`src/rtl/posit_decode_pipe_pkg.sv`:
```
// Shared types and constants for the posit decode pipeline and its helpers.
package posit_decode_pipe_pkg;

   typedef enum logic [1:0] {
      NORMAL,
      ZERO,
      NAR
   } posit_special_e;

   localparam int unsigned POSIT32_EN      = 2;
   localparam int unsigned POSIT32_SCALE_W = 8;
   localparam int unsigned POSIT32_FRAC_W  = 27;

   // NaR is the sign bit alone; returned in a 64-bit container, slice to width.
   function automatic logic [63:0] posit_nar(input int unsigned width);
      logic [63:0] one;
      one = 64'd1;
      return one << (width - 1);
   endfunction

endpackage

```
`src/rtl/posit_decode_pipe_if.sv`:
```
// Valid/ready bundle carrying raw posits in and decoded fields out.
interface posit_decode_pipe_if #(
   parameter int unsigned WIDTH   = 32,
   parameter int unsigned EN      = 2,
   parameter int unsigned SCALE_W = $clog2(WIDTH) + EN + 1,
   parameter int unsigned FRAC_W  = WIDTH - EN - 3
);
   logic               in_valid;
   logic               in_ready;
   logic [WIDTH-1:0]   in_posit;
   logic               out_valid;
   logic               out_ready;
   logic               out_sign;
   logic [SCALE_W-1:0] out_scale;
   logic [FRAC_W:0]    out_mant;
   logic               out_zero;
   logic               out_nar;

   modport master (
      output in_valid, in_posit, out_ready,
      input  in_ready, out_valid, out_sign, out_scale, out_mant, out_zero, out_nar
   );

   modport slave (
      input  in_valid, in_posit, out_ready,
      output in_ready, out_valid, out_sign, out_scale, out_mant, out_zero, out_nar
   );
endinterface

```
`src/rtl/posit_decode_pipe_regime_count.sv`:
```
// Regime run-length counter: measures the leading run and strips it plus its terminator.
module posit_regime_count #(
   parameter int unsigned N   = 31,
   parameter int unsigned M_W = $clog2(N + 1)
) (
   input  logic [N-1:0]   bits,
   output logic           run_bit,
   output logic [M_W-1:0] run_len,
   output logic [N-1:0]   rest
);
   logic done;

   always_comb begin
      run_bit = bits[N-1];
      run_len = '0;
      done    = 1'b0;
      for (int unsigned i = 0; i < N; i++) begin
         if (!done && (bits[N-1-i] == run_bit)) begin
            run_len = run_len + 1'b1;
         end else begin
            done = 1'b1;
         end
      end
      // A run filling every bit has no terminator and leaves nothing behind.
      if (32'(run_len) >= N) begin
         rest = '0;
      end else begin
         rest = bits << (32'(run_len) + 32'd1);
      end
   end
endmodule

```
`src/rtl/posit_decode_pipe.sv`:
```
// Two-stage posit unpacker: stage 1 captures sign/magnitude/specials, stage 2 decodes fields.
module posit_decode_pipe
   import posit_decode_pipe_pkg::*;
#(
   parameter int unsigned WIDTH   = 32,
   parameter int unsigned EN      = POSIT32_EN,
   parameter int unsigned SCALE_W = $clog2(WIDTH) + EN + 1,
   parameter int unsigned FRAC_W  = WIDTH - EN - 3
) (
   input logic                clk,
   input logic                rst,
   posit_decode_pipe_if.slave bus
);
   localparam int unsigned N   = WIDTH - 1;
   localparam int unsigned M_W = $clog2(N + 1);
   localparam logic [63:0] NAR_PAT = posit_nar(WIDTH);

   logic           s1_valid;
   posit_special_e s1_special;
   logic           s1_sign;
   logic [N-1:0]   s1_mag;

   logic s2_load;
   logic s1_load;

   logic [WIDTH-1:0] neg_posit;
   posit_special_e   special_d;

   logic               run_bit;
   logic [M_W-1:0]     run_len;
   logic [N-1:0]       rest;
   logic [SCALE_W-1:0] k;
   logic [SCALE_W-1:0] scale_d;
   logic [EN-1:0]      exp_d;
   logic [FRAC_W-1:0]  frac_d;

   assign s2_load      = !bus.out_valid || bus.out_ready;
   assign s1_load      = !s1_valid || s2_load;
   assign bus.in_ready = s1_load;

   always_comb begin
      neg_posit = '0 - bus.in_posit;
      special_d = NORMAL;
      if (bus.in_posit == '0) begin
         special_d = ZERO;
      end else if (bus.in_posit == NAR_PAT[WIDTH-1:0]) begin
         special_d = NAR;
      end
   end

   always_ff @(posedge clk or posedge rst) begin
      if (rst) begin
         s1_valid   <= 1'b0;
         s1_special <= NORMAL;
         s1_sign    <= 1'b0;
         s1_mag     <= '0;
      end else if (s1_load) begin
         s1_valid <= bus.in_valid;
         if (bus.in_valid) begin
            s1_special <= special_d;
            s1_sign    <= bus.in_posit[WIDTH-1] && (special_d == NORMAL);
            s1_mag     <= bus.in_posit[WIDTH-1] ? neg_posit[N-1:0] : bus.in_posit[N-1:0];
         end
      end
   end

   posit_regime_count #(
      .N   (N),
      .M_W (M_W)
   ) u_regime (
      .bits    (s1_mag),
      .run_bit (run_bit),
      .run_len (run_len),
      .rest    (rest)
   );

   // Scale is built modulo 2^SCALE_W; low EN bits of k<<EN are zero so adding e is exact.
   always_comb begin
      k       = run_bit ? (SCALE_W'(run_len) - SCALE_W'(1)) : (SCALE_W'(0) - SCALE_W'(run_len));
      exp_d   = rest[N-1 -: EN];
      frac_d  = rest[N-1-EN -: FRAC_W];
      scale_d = (k << EN) + SCALE_W'(exp_d);
   end

   always_ff @(posedge clk or posedge rst) begin
      if (rst) begin
         bus.out_valid <= 1'b0;
         bus.out_sign  <= 1'b0;
         bus.out_scale <= '0;
         bus.out_mant  <= '0;
         bus.out_zero  <= 1'b0;
         bus.out_nar   <= 1'b0;
      end else if (s2_load) begin
         bus.out_valid <= s1_valid;
         if (s1_valid) begin
            bus.out_zero <= (s1_special == ZERO);
            bus.out_nar  <= (s1_special == NAR);
            if (s1_special == NORMAL) begin
               bus.out_sign  <= s1_sign;
               bus.out_scale <= scale_d;
               bus.out_mant  <= {1'b1, frac_d};
            end else begin
               bus.out_sign  <= 1'b0;
               bus.out_scale <= '0;
               bus.out_mant  <= '0;
            end
         end
      end
   end
endmodule

```
`src/flat_wrapper.sv`:
```
// flat-port wrapper written by rule: the top's interface ports become plain ports
module posit_decode_pipe_flat import posit_decode_pipe_pkg::*;
#(
   parameter int unsigned WIDTH   = 32,
   parameter int unsigned EN      = POSIT32_EN,
   parameter int unsigned SCALE_W = $clog2(WIDTH) + EN + 1,
   parameter int unsigned FRAC_W  = WIDTH - EN - 3
)
  (clk, rst, bus_in_valid, bus_in_posit, bus_out_ready, bus_in_ready, bus_out_valid, bus_out_sign, bus_out_scale, bus_out_mant, bus_out_zero, bus_out_nar);
  posit_decode_pipe_if #(.WIDTH(WIDTH), .EN(EN), .SCALE_W(SCALE_W), .FRAC_W(FRAC_W)) bus_i ();
  input logic clk;
  input logic rst;
  input wire logic [$bits(bus_i.in_valid)-1:0] bus_in_valid;
  input wire logic [$bits(bus_i.in_posit)-1:0] bus_in_posit;
  input wire logic [$bits(bus_i.out_ready)-1:0] bus_out_ready;
  output wire logic [$bits(bus_i.in_ready)-1:0] bus_in_ready;
  output wire logic [$bits(bus_i.out_valid)-1:0] bus_out_valid;
  output wire logic [$bits(bus_i.out_sign)-1:0] bus_out_sign;
  output wire logic [$bits(bus_i.out_scale)-1:0] bus_out_scale;
  output wire logic [$bits(bus_i.out_mant)-1:0] bus_out_mant;
  output wire logic [$bits(bus_i.out_zero)-1:0] bus_out_zero;
  output wire logic [$bits(bus_i.out_nar)-1:0] bus_out_nar;
  assign bus_i.in_valid = bus_in_valid;
  assign bus_i.in_posit = bus_in_posit;
  assign bus_i.out_ready = bus_out_ready;
  assign bus_in_ready = bus_i.in_ready;
  assign bus_out_valid = bus_i.out_valid;
  assign bus_out_sign = bus_i.out_sign;
  assign bus_out_scale = bus_i.out_scale;
  assign bus_out_mant = bus_i.out_mant;
  assign bus_out_zero = bus_i.out_zero;
  assign bus_out_nar = bus_i.out_nar;
  posit_decode_pipe #(.WIDTH(WIDTH), .EN(EN), .SCALE_W(SCALE_W), .FRAC_W(FRAC_W)) u_core (.clk(clk), .rst(rst), .bus(bus_i));
endmodule
```
`config.mk`:
```
export PLATFORM = sky130hd
export DESIGN_NAME = posit_decode_pipe_flat
export DESIGN_NICKNAME = d
export VERILOG_FILES = /design/src/rtl/posit_decode_pipe_pkg.sv /design/src/rtl/posit_decode_pipe_if.sv /design/src/rtl/posit_decode_pipe_regime_count.sv /design/src/rtl/posit_decode_pipe.sv /design/src/flat_wrapper.sv
export SDC_FILE = /design/constraint.sdc
export NUM_CORES = 1
export LEC_CHECK = 0
export CAP_MARGIN = 10
export CORE_MARGIN = 2
export CORE_UTILIZATION = 55
export CTS_CLUSTER_SIZE = 14
export DETAILED_ROUTE_END_ITERATION = 7
export PLACE_DENSITY = 0.74
export SLEW_MARGIN = 20
export SYNTH_ARGS = -nofsm -noshare
export SYNTH_HDL_FRONTEND = slang
export SYNTH_SLANG_ARGS = --single-unit
```
`constraint.sdc`:
```
create_clock -name clk -period 34.1 [get_ports clk]
set_input_delay 10.23 -clock clk [delete_from_list [all_inputs] [get_ports clk]]
set_output_delay 10.23 -clock clk [all_outputs]
set_load 0.005 [all_outputs]
```
==> flow_summary.ini <==
[power_and_ir_drop]
clock_group_share_of_total_power_pct = 14.0
total_leakage_power_nw = 4.03
power.density_nw_per_um2 = 63.7
irDropWorstVdd_mv = 0.0440
power.switching_fraction_pct = 45.3
sequentialPowerShare_pct = 22.2
power_switching_mw = 0.290
intPower_mw = 0.350
power.combinational.fraction_pct = 63.8

[layout]
fin_nets = 1240
mostFrequentLayoutCells = 163 x nand2_1, 92 x mux2i_1, 79 x o21ai_0
antennaDiodeCount = 0
area.growth.synth_to_final_pct = 12.1
design_area_sq_um = 10000
final_core_utilization_pct = 63.2
n_fill_cell = 1428
drive_gt1_share_pct = 7.29
final_common_cell = nand2_1

[setup_path]
timing.critical_path.buf_inv = 2
cp.required_ps = 23870
reg2regPathDepth = 93
worst_path_dominant_cell_family = buffers and inverters
reg2reg_to = u_core.bus.out_mant[14]
critical_path.endpoint_type = output port
criticalPathCategory = primary input to output port
critical_path_depth = 3
critPathMaxStageDelay_ps = 530
worstSetupEndpoint = bus_in_ready
timing.critical_path.from = bus_out_ready
regToRegStartpoint = u_core.s1_mag[30]
crit_path_cell_trace = clkdlybuf4s50_1 > nand3b_1 > clkdlybuf4s50_1
worst-r2r-setup-slack_ps = 14430
crit_path_frequent_cell = clkdlybuf4s50_1
crit_path_top_delay_cell = clkdlybuf4s50_1
critPathArrivalTime_ps = 11400
kind_of_start_point_of_the_critical_path = primary input
critical_path_peak_fanout = 4

[timing]
slew_headroom_pct = 33.7
setup_viol_count_final = 0
timing_worst_slew_pin_value_ps = 991
achievable-frequency_ghz = 0.0462
whs_ps = 479
maxSlewViolCount = 0
fin_crit_sh_pct = 63.4
clock_skew_ps = 6.57
rsz0062_at_grt = no
final_hold_viol_count = 0
finalCriticalPeriod_ps = 21630
fin_setup_tns_ps = 0

[logic_synthesis]
yosysSeqAreaShare_pct = 20.9
synth-edff-count = 0
synth-main-ff-cell = dfrtp_1
synth.largest_area_cell = dfrtp_1
synth_top_cells_by_area = dfrtp_1 21%, mux2i_1 10%, nand2_1 6.9%, o21ai_0 4.4%, xor2_1 4.4%
synth.avg_cell_area_sq_um = 7.76
ys_ff_latch = 75
synth.yosys.warnings = 0
ys_types = 91
synth_largest_type_area_fraction_pct = 20.9
synth_async_sr_flop_share_pct = 100
syn_inst = 1154
mappedNetlistNets = 1219
synth.cell_area_sq_um = 8960

[global_route]
grt_first_pass_wirelength_mm = 36.2
grt_start_max_net_pins = 82
grtUsageTotal_pct = 24.7
globalRouteOverflowTotal = 0
initial_antenna_violation_count = 0
grt_pass1_vias = 7511

[cts]
clk_transition_reported_paths_ps = 60
clock_tree_from_tritoncts = done
clk_latency_ps = 340
postCtsResizedCells = 0
clock_tree.root_cell = clkbuf_16
clock_sinks = 75
total_clock_buffers_created_by_cts = 9
cts_hold_buf = 0
clk_path_buf_depth = 2
cts_max_level = 3
cts_post_setup_buffers_inserted = 0

[floorplanning]
dieHeight_um = 132
floorplan.initialDensity_pct = 56.4
row_count = 46
core-area_sq_um = 15900
die-area_sq_um = 17300
top_level_ports = 77
die_w_um = 132

[routing]
vias_per_cell = 5.85
wirelength_mm = 21.4
route.detailed.drc = 0
via_count = 8169
drt-initial-drc-count = 558
route.detailed.wl_per_inst_um = 15.3
drt_pre_antenna_iters = 5
detail-route-antenna-nets = 0

[placement]
place.gp.congestion = 0.945
hpwlAfterDp_mm = 16.2
placement.cell_area_sq_um = 9740
port_buffers = 76

[status]
outcome = finished clean

[worst_hold_path]
worst_hold_path_type = flip-flop to flip-flop

[job]
maxCapViolCount = 0
[cell usage after synthesis, types with 20 or more instances]
master	count
xnor2_1	44
xor2_1	45
nor3_1	27
o21ai_0	79
nand2_1	164
nand3_1	25
dfrtp_1	75
mux2i_1	92
clkbuf_1	44
a21oi_1	65
o21ai_1	28
ha_1	29
nor2_1	71
buf_2	20
inv_1	32
and2_1	23
[cells by family (layout without fill, tap and decap cells)]
logic type / count (synthesis) / after routing / share of synthesized area (%)
buffers and inverters: 107 / 133 / 5.01
AOI/OAI and AO/OA: 309 / 309 / 22.8
muxes: 99 / 99 / 11.5
DFF: 75 / 75 / 20.9
xor gates and xnor gates: 101 / 101 / 11.3
and+or+nand+nor: 429 / 429 / 23.8
adders and majority gates: 34 / 34 / 4.62
[power groups by stage]
stage,clock (mW),combinational (mW),sequential [mW]
after global routing,0.0945,0.456,0.146
after global placement,0,0.398,0.142
after CTS,0.0907,0.407,0.142
final,0.0893,0.408,0.142
after floorplan,0,0.306,0.131
after detailed placement,0,0.405,0.143
[routing by layer]
metal,track usage [%],vias up,wire (um)
met5,0,-,0
met4,5.19,0,290
met3,3.70,29,796
met2,40.0,153,9800
met1,34.9,3787,10500
li1,-,4200,-
[how the worst min path moves through the flow]
stage                                 start                       to  slack (ps)  depth (start not counted)
detailed placement      u_core.bus.out_sign      u_core.bus.out_sign         470                          2
global route            u_core.bus.out_sign      u_core.bus.out_sign         500                          2
floorplan                    u_core.s1_sign           u_core.s1_sign         450                          2
global placement    u_core.bus.out_mant[27]  u_core.bus.out_mant[27]         460                          2
finish                  u_core.bus.out_sign      u_core.bus.out_sign         480                          2
CTS                     u_core.bus.out_sign      u_core.bus.out_sign         480                          2
[worst reg2reg max path: cells and delay by family, from the launching register on]
family	cells	cell delay, ps
XOR/XNOR	1	160
adder cells (fa/ha/maj)	24	7250
AND/OR/NAND/NOR	18	2160
AO/OA/AOI/OAI	33	6280
multiplexers	9	1640
buffers and inverters	8	1670
flip-flops	1	340
[flip-flops by register name, indices dropped and copies added (netlist names)]
name,count
u_core.s1_mag,31
u_core.bus.out_scale,8
u_core.bus.out_valid,1
u_core.s1_valid,1
u_core.bus.out_sign,1
u_core.bus.out_zero,1
u_core.s1_sign,1
u_core.s1_special,2
u_core.bus.out_nar,1
u_core.bus.out_mant,28
[area by class of cell]
cell class              count  area, sq um  area share [%]
flip-flops and latches     75         1880            18.7
inverters                  34          128            1.27
clock buffers              11          243            2.42
clock inverters             5         37.5           0.374
repair buffers             83          828            8.25
multi-input cells         972         6660            66.3
well taps                 216          270            2.69
[metrics by stage]
step | instances | setup WS (ps) | power [mW]
floorplan | 1154 | 13450 | 0.437
global placement | 1379 | 12480 | 0.540
detailed placement | 1379 | 12470 | 0.548
CTS | 1395 | 12470 | 0.640
global route | 1396 | 12430 | 0.696
finish | 1396 | 12470 | 0.640
Note: power is estimated with default switching activity, not from simulation.
